--- config.mk ---
export PLATFORM = sky130hd
export DESIGN_NAME = dmem_ctrl
export DESIGN_NICKNAME = d
export VERILOG_FILES = /design/src/rtl/dmem_ctrl.sv
export SDC_FILE = /design/constraint.sdc
export NUM_CORES = 1
export LEC_CHECK = 0
export CAP_MARGIN = 10
export CORE_MARGIN = 2
export CORE_UTILIZATION = 40
export DETAILED_ROUTE_END_ITERATION = 16
export GPL_TIMING_DRIVEN = 1
export PLACE_DENSITY_LB_ADDON = 0.08
export SLEW_MARGIN = 20
export SYNTH_ARGS = -nofsm -noshare
export SYNTH_HDL_FRONTEND = slang
export SYNTH_SLANG_ARGS = --single-unit
--- constraint.sdc ---
create_clock -name clk -period 4.23 [get_ports clk]
set_input_delay 0.423 -clock clk [delete_from_list [all_inputs] [get_ports clk]]
set_output_delay 0.423 -clock clk [all_outputs]
set_load 0.02 [all_outputs]
--- src/rtl/dmem_ctrl.sv ---
// Data-memory access controller.
// Turns single-cycle load/store requests from the MEM stage into a
// req/ack handshake with a variable-latency external memory. The pipeline
// is stalled until the access completes or a timeout aborts it.
module dmem_ctrl #(
  parameter int unsigned ADDR_W  = 32,
  parameter int unsigned DATA_W  = 32,
  parameter int unsigned TIMEOUT = 16   // max BUSY cycles before abort, >= 2
) (
  input  logic              clk,
  input  logic              arst,
  input  logic              mem_read,
  input  logic              mem_write,
  input  logic [ADDR_W-1:0] addr,
  input  logic [DATA_W-1:0] wdata,
  output logic [DATA_W-1:0] rdata,
  output logic              stall,
  output logic              err,
  input  logic              err_clr,
  output logic              ext_req,
  output logic              ext_we,
  output logic [ADDR_W-1:0] ext_addr,
  output logic [DATA_W-1:0] ext_wdata,
  input  logic [DATA_W-1:0] ext_rdata,
  input  logic              ext_ack
);

  localparam int unsigned      CNT_W    = $clog2(TIMEOUT);
  localparam logic [CNT_W-1:0] CNT_LAST = CNT_W'(TIMEOUT - 1);

  typedef enum logic [1:0] {
    S_IDLE,
    S_BUSY,
    S_DONE
  } state_t;

  state_t            r_state;
  logic [CNT_W-1:0]  r_cnt;
  logic              r_ext_req;
  logic              r_ext_we;
  logic [ADDR_W-1:0] r_ext_addr;
  logic [DATA_W-1:0] r_ext_wdata;
  logic [DATA_W-1:0] r_rdata;
  logic              r_err;

  logic w_req;
  logic w_aligned;
  logic w_idle;
  logic w_busy;
  logic w_timeout;
  logic w_err_set;

  assign w_req     = mem_read | mem_write;
  assign w_aligned = (addr[1:0] == 2'b00);
  assign w_idle    = (r_state == S_IDLE);
  assign w_busy    = (r_state == S_BUSY);

  // Abort only when the last allowed BUSY cycle passes without an ack;
  // an ack arriving on that same cycle still completes normally.
  assign w_timeout = w_busy & ~ext_ack & (r_cnt == CNT_LAST);

  // Error sources: misaligned request, conflicting read+write, timeout.
  assign w_err_set = (w_idle & w_req & (~w_aligned | (mem_read & mem_write)))
                   | w_timeout;

  // NOTE: stall is gated by arst so it drops the instant reset asserts,
  // even while the datapath is still presenting a request.
  assign stall = ~arst & ((w_idle & w_req & w_aligned) | w_busy);

  // Access sequencer: accept in IDLE, wait for ack or timeout in BUSY,
  // report completion for one cycle in DONE.
  always_ff @(posedge clk or posedge arst) begin
    if (arst) begin
      r_state     <= S_IDLE;
      r_cnt       <= '0;
      r_ext_req   <= 1'b0;
      r_ext_we    <= 1'b0;
      r_ext_addr  <= '0;
      r_ext_wdata <= '0;
      r_rdata     <= '0;
    end else begin
      // NOTE: non-blocking assignments keep every register reading the
      // pre-edge values, so the order of statements here does not matter.
      case (r_state)
        S_IDLE: begin
          if (w_req && w_aligned) begin
            r_ext_req   <= 1'b1;
            r_ext_we    <= mem_write;   // read+write together performs a write
            r_ext_addr  <= {addr[ADDR_W-1:2], 2'b00};
            r_ext_wdata <= wdata;
            r_cnt       <= '0;
            r_state     <= S_BUSY;
          end
        end
        S_BUSY: begin
          if (ext_ack) begin
            if (!r_ext_we) begin
              r_rdata <= ext_rdata;
            end
            r_ext_req <= 1'b0;
            r_cnt     <= '0;
            r_state   <= S_DONE;
          end else if (r_cnt == CNT_LAST) begin
            if (!r_ext_we) begin
              r_rdata <= '0;
            end
            r_ext_req <= 1'b0;
            r_cnt     <= '0;
            r_state   <= S_DONE;
          end else begin
            r_cnt <= r_cnt + CNT_W'(1);
          end
        end
        S_DONE: begin
          // The datapath still shows the finished instruction; ignore it.
          r_state <= S_IDLE;
        end
        default: begin
          r_state <= S_IDLE;
        end
      endcase
    end
  end

  // Sticky error flag; a new error on the same cycle beats the clear.
  always_ff @(posedge clk or posedge arst) begin
    if (arst) begin
      r_err <= 1'b0;
    end else if (w_err_set) begin
      r_err <= 1'b1;
    end else if (err_clr) begin
      r_err <= 1'b0;
    end
  end

  assign ext_req   = r_ext_req;
  assign ext_we    = r_ext_we;
  assign ext_addr  = r_ext_addr;
  assign ext_wdata = r_ext_wdata;
  assign rdata     = r_rdata;
  assign err       = r_err;

endmodule
==> run_results.csv <==
group,metric,value,unit
run_status,outcome,"finished, final reports clean",
clock_tree,cts_sinks,103,
worst_setup_path,critPathLaunch,"mem_write",
worst_setup_path,rrSetupSlack,2080,ps
timing,tns,0,ps
worst_setup_path,cp-start-kind,"input pin",
worst_setup_path,critical_path.top_delay_family,"buffers and inverters",
layout,layout-drive-gt1-share,6.593,%
clock_tree,cts_root_buffer,"clkbuf_8",
grt,antenna_found_initial,0,
grt,track_usage,18.12,%
layout,layout_commonest_cell,"clkdlybuf4s50_1",
worst_setup_path,cp_num_cells,6,
worst_hold_path,min_to,"ext_wdata[8]$_DFFE_PP0P_",
grt,grt_pass1_wl,14670,µm
worst_setup_path,rr_startpoint,"r_state[0]$_DFFE_PP0P_",
worst_setup_path,crit_path_max_incr_delay,620,ps
clock_tree,cts-htree-levels,3,
floorplanning,die_x,102.9,µm
timing,finalClockSkew,10.65,ps
timing,finalCritPeriodShare,60.35,%
worst_hold_path,hp-start,"ext_wdata[8]$_DFFE_PP0P_",
timing,worst_pin_slew,1007,ps
layout,synthToLayoutAreaGrowth,57.73,%
worst_hold_path,hold_depth,1,
detailed_routing,wire_per_inst,16.09,µm
clock_tree,cts-resized-gates,0,
place,place_hpwl,7034,µm
power_and_ir_drop,p_leak,2.629,nW
synth,ys_seq_elements,103,
clock_tree,cts_tree,"done",
grt,grt_max_degree,47,
worst_setup_path,critPathKind,"input pin to output port",
timing,worst_slack,1677,ps
worst_setup_path,cp.required,3810,ps
worst_setup_path,crit_chain,"clkdlybuf4s50_1 -> nor2_1 -> nor3_2 -> o21bai_1 -> nor2_1 -> clkdlybuf4s50_1",
detailed_routing,via_per_inst,4.879,
clock_tree,insertion_delay,360,ps
place,portBuffers,199,
clock_tree,cts_setup_buffers,0,
worst_setup_path,critPathArrivalTime,2130,ps
worst_setup_path,end_kind,"output port",
worst_setup_path,cp_slowest_cell,"clkdlybuf4s50_1",
synth,avgSynthCellArea,15.64,µm²
power_and_ir_drop,ir_drop,0.2981,mV
synth,synthDistinctLibCells,31,
detailed_routing,drc,0,
worst_hold_path,min_path_type,"flop to flop",
layout,final_nets,554,
floorplanning,die_h,102.9,µm
detailed_routing,drtAntennaViolNets,0,
layout,mostFrequentLayoutCells,"clkdlybuf4s50_1 (199), dfrtp_1 (103), mux2_1 (59)",
detailed_routing,wl,9459,µm
detailed_routing,drtPass1Iterations,4,
floorplanning,core_area,9639,µm²
clock_tree,clockBufferDepth,2,
flow_run,max-cap-violations,0,
synth,synth-seq-area-share,65.92,%
synth,yosysWarnings,0,
timing,slew_viol_final,0,
worst_setup_path,path_buf_inv,2,
place,dpl_worst_slack,1334,ps
timing,finalHoldViolations,0,
synth,netlist_area,3910,µm²
clock_tree,cts_hold_buf,0,
floorplanning,die_area,10580,µm²
floorplanning,ios,202,
detailed_routing,num_vias,2869,
timing,rsz0062_at_grt,"false",
floorplanning,start_util,40.56,%
worst_setup_path,r2r_cells,4,
layout,nFillCells,794,
timing,fin_crit,2553,ps
clock_tree,path_clk_slew,90,ps
clock_tree,numCtsBuffers,9,
worst_setup_path,worstReg2RegEnd,"ext_addr[17]$_DFFE_PP0P_",
grt,grt_overflow_total,0,
synth,syn-instance-count,250,
floorplanning,fp-row-count,36,
timing,clock.fmax,391.8,MHz
grt,grt_pass1_vias,2986,
layout,n_antenna_cell,0,
power_and_ir_drop,powerDensity,580.3,nW/µm²
worst_setup_path,cp_max_fo,4,
timing,setup_viol,0,
detailed_routing,drtIter0Drc,113,
place,place_congestion,0.7964,
timing,slew_headroom,32.66,%
==> where the power goes <==
group | internal, mW | switching [mW] | total, mW
Clock | 0.215 | 0.327 | 0.542
Combinational | 0.828 | 0.715 | 1.54
Sequential | 1.31 | 0.181 | 1.49
Total | 2.36 | 1.22 | 3.58
==> metal layers <==
metal | vias to the layer above | part of all wire [%] | global-route usage (%)
met5 | - | 0 | 0
met4 | 0 | 1.8 | 5.972
met3 | 16 | 10 | 8.475
met2 | 126 | 48 | 28.10
met1 | 1427 | 40 | 22.61
li1 | 1300 | - | -
==> state kept, by name (all words and copies together) (netlist names) <==
signal     flops
ext_wdata     32
err            1
rdata         32
ext_we         1
r_state        2
r_cnt          4
ext_addr      30
ext_req        1
==> per-stage QoR <==
stage	power, mW	cells	hold slack [ps]	util [%]	cell area (µm²)
final	3.579	588	493.7	63.98	6167
after detailed placement	3.072	573	480.5	62.27	6002
after global placement	3.042	573	472.1	62.27	6002
after CTS	3.631	588	501.0	63.97	6166
after global routing	3.785	588	521.9	63.98	6167
after floorplan	2.224	251	467.8	-	3914
==> worst max path at each step <==
stage                           endpoint
3_3_place_gp   ext_wdata[16]$_DFFE_PP0P_
5_1_grt                            stall
3_5_place_dp    ext_wdata[3]$_DFFE_PP0P_
2_1_floorplan            err$_DFFE_PP0P_
4_1_cts                            stall
6_report                           stall
==> kinds of logic after synthesis <==
group,share of synthesized area [%]
buffers and inverters,3.168
adders and majority gates,0.3199
DFF,65.92
AOI/OAI and AO/OA,9.248
other,0.09591
and+or+nand+nor,3.104
muxes,18.14
==> final cells by class <==
| type | instances | area [µm²] | share of cell area [%] |
|---|---|---|---|
| Clock inverter | 4 | 32.53 | 0.5275 |
| Inverter | 2 | 10.01 | 0.1623 |
| Clock buffer | 11 | 131.4 | 2.130 |
| Timing Repair Buffer | 204 | 2029 | 32.91 |
| Sequential cell | 103 | 2577 | 41.79 |
| Tap cell | 133 | 166.4 | 2.698 |
| Multi-Input combinational cell | 131 | 1220 | 19.78 |
==> worst reg2reg max path, cell delays in order, from the launching register on <==
cell and delay, ps:
dfrtp_1 420, nor2_1 210, nand2_2 610, buf_4 470
mux2_1 320
==> synth_stat cells <==
library cell	instances	share of area, %
dfrtp_1	103	66
mux2_1	59	17
a22o_1	33	7.4
buf_2	9	1.2
nor2_1	7	0.67
mux2_2	4	1.2
buf_8	3	1.2
o21ai_0	3	0.38
a21oi_1	2	0.26
a31oi_1	2	0.32
buf_4	2	0.38
inv_1	2	0.19
nand2_1	2	0.19
or3_1	2	0.32
a21o_1	1	0.19
a221o_1	1	0.26
and3_4	1	0.29
buf_6	1	0.29
conb_1	1	0.096
ha_1	1	0.32
nand2_2	1	0.16
nand2b_1	1	0.16
nand3_1	1	0.13
nor2_2	1	0.16
nor2b_1	1	0.16
nor3_1	1	0.13
nor3_2	1	0.26
nor3b_2	1	0.32
nor4_1	1	0.16
o21ba_2	1	0.26
o21bai_1	1	0.19
No activity file was read; power rests on OpenSTA's default activity.
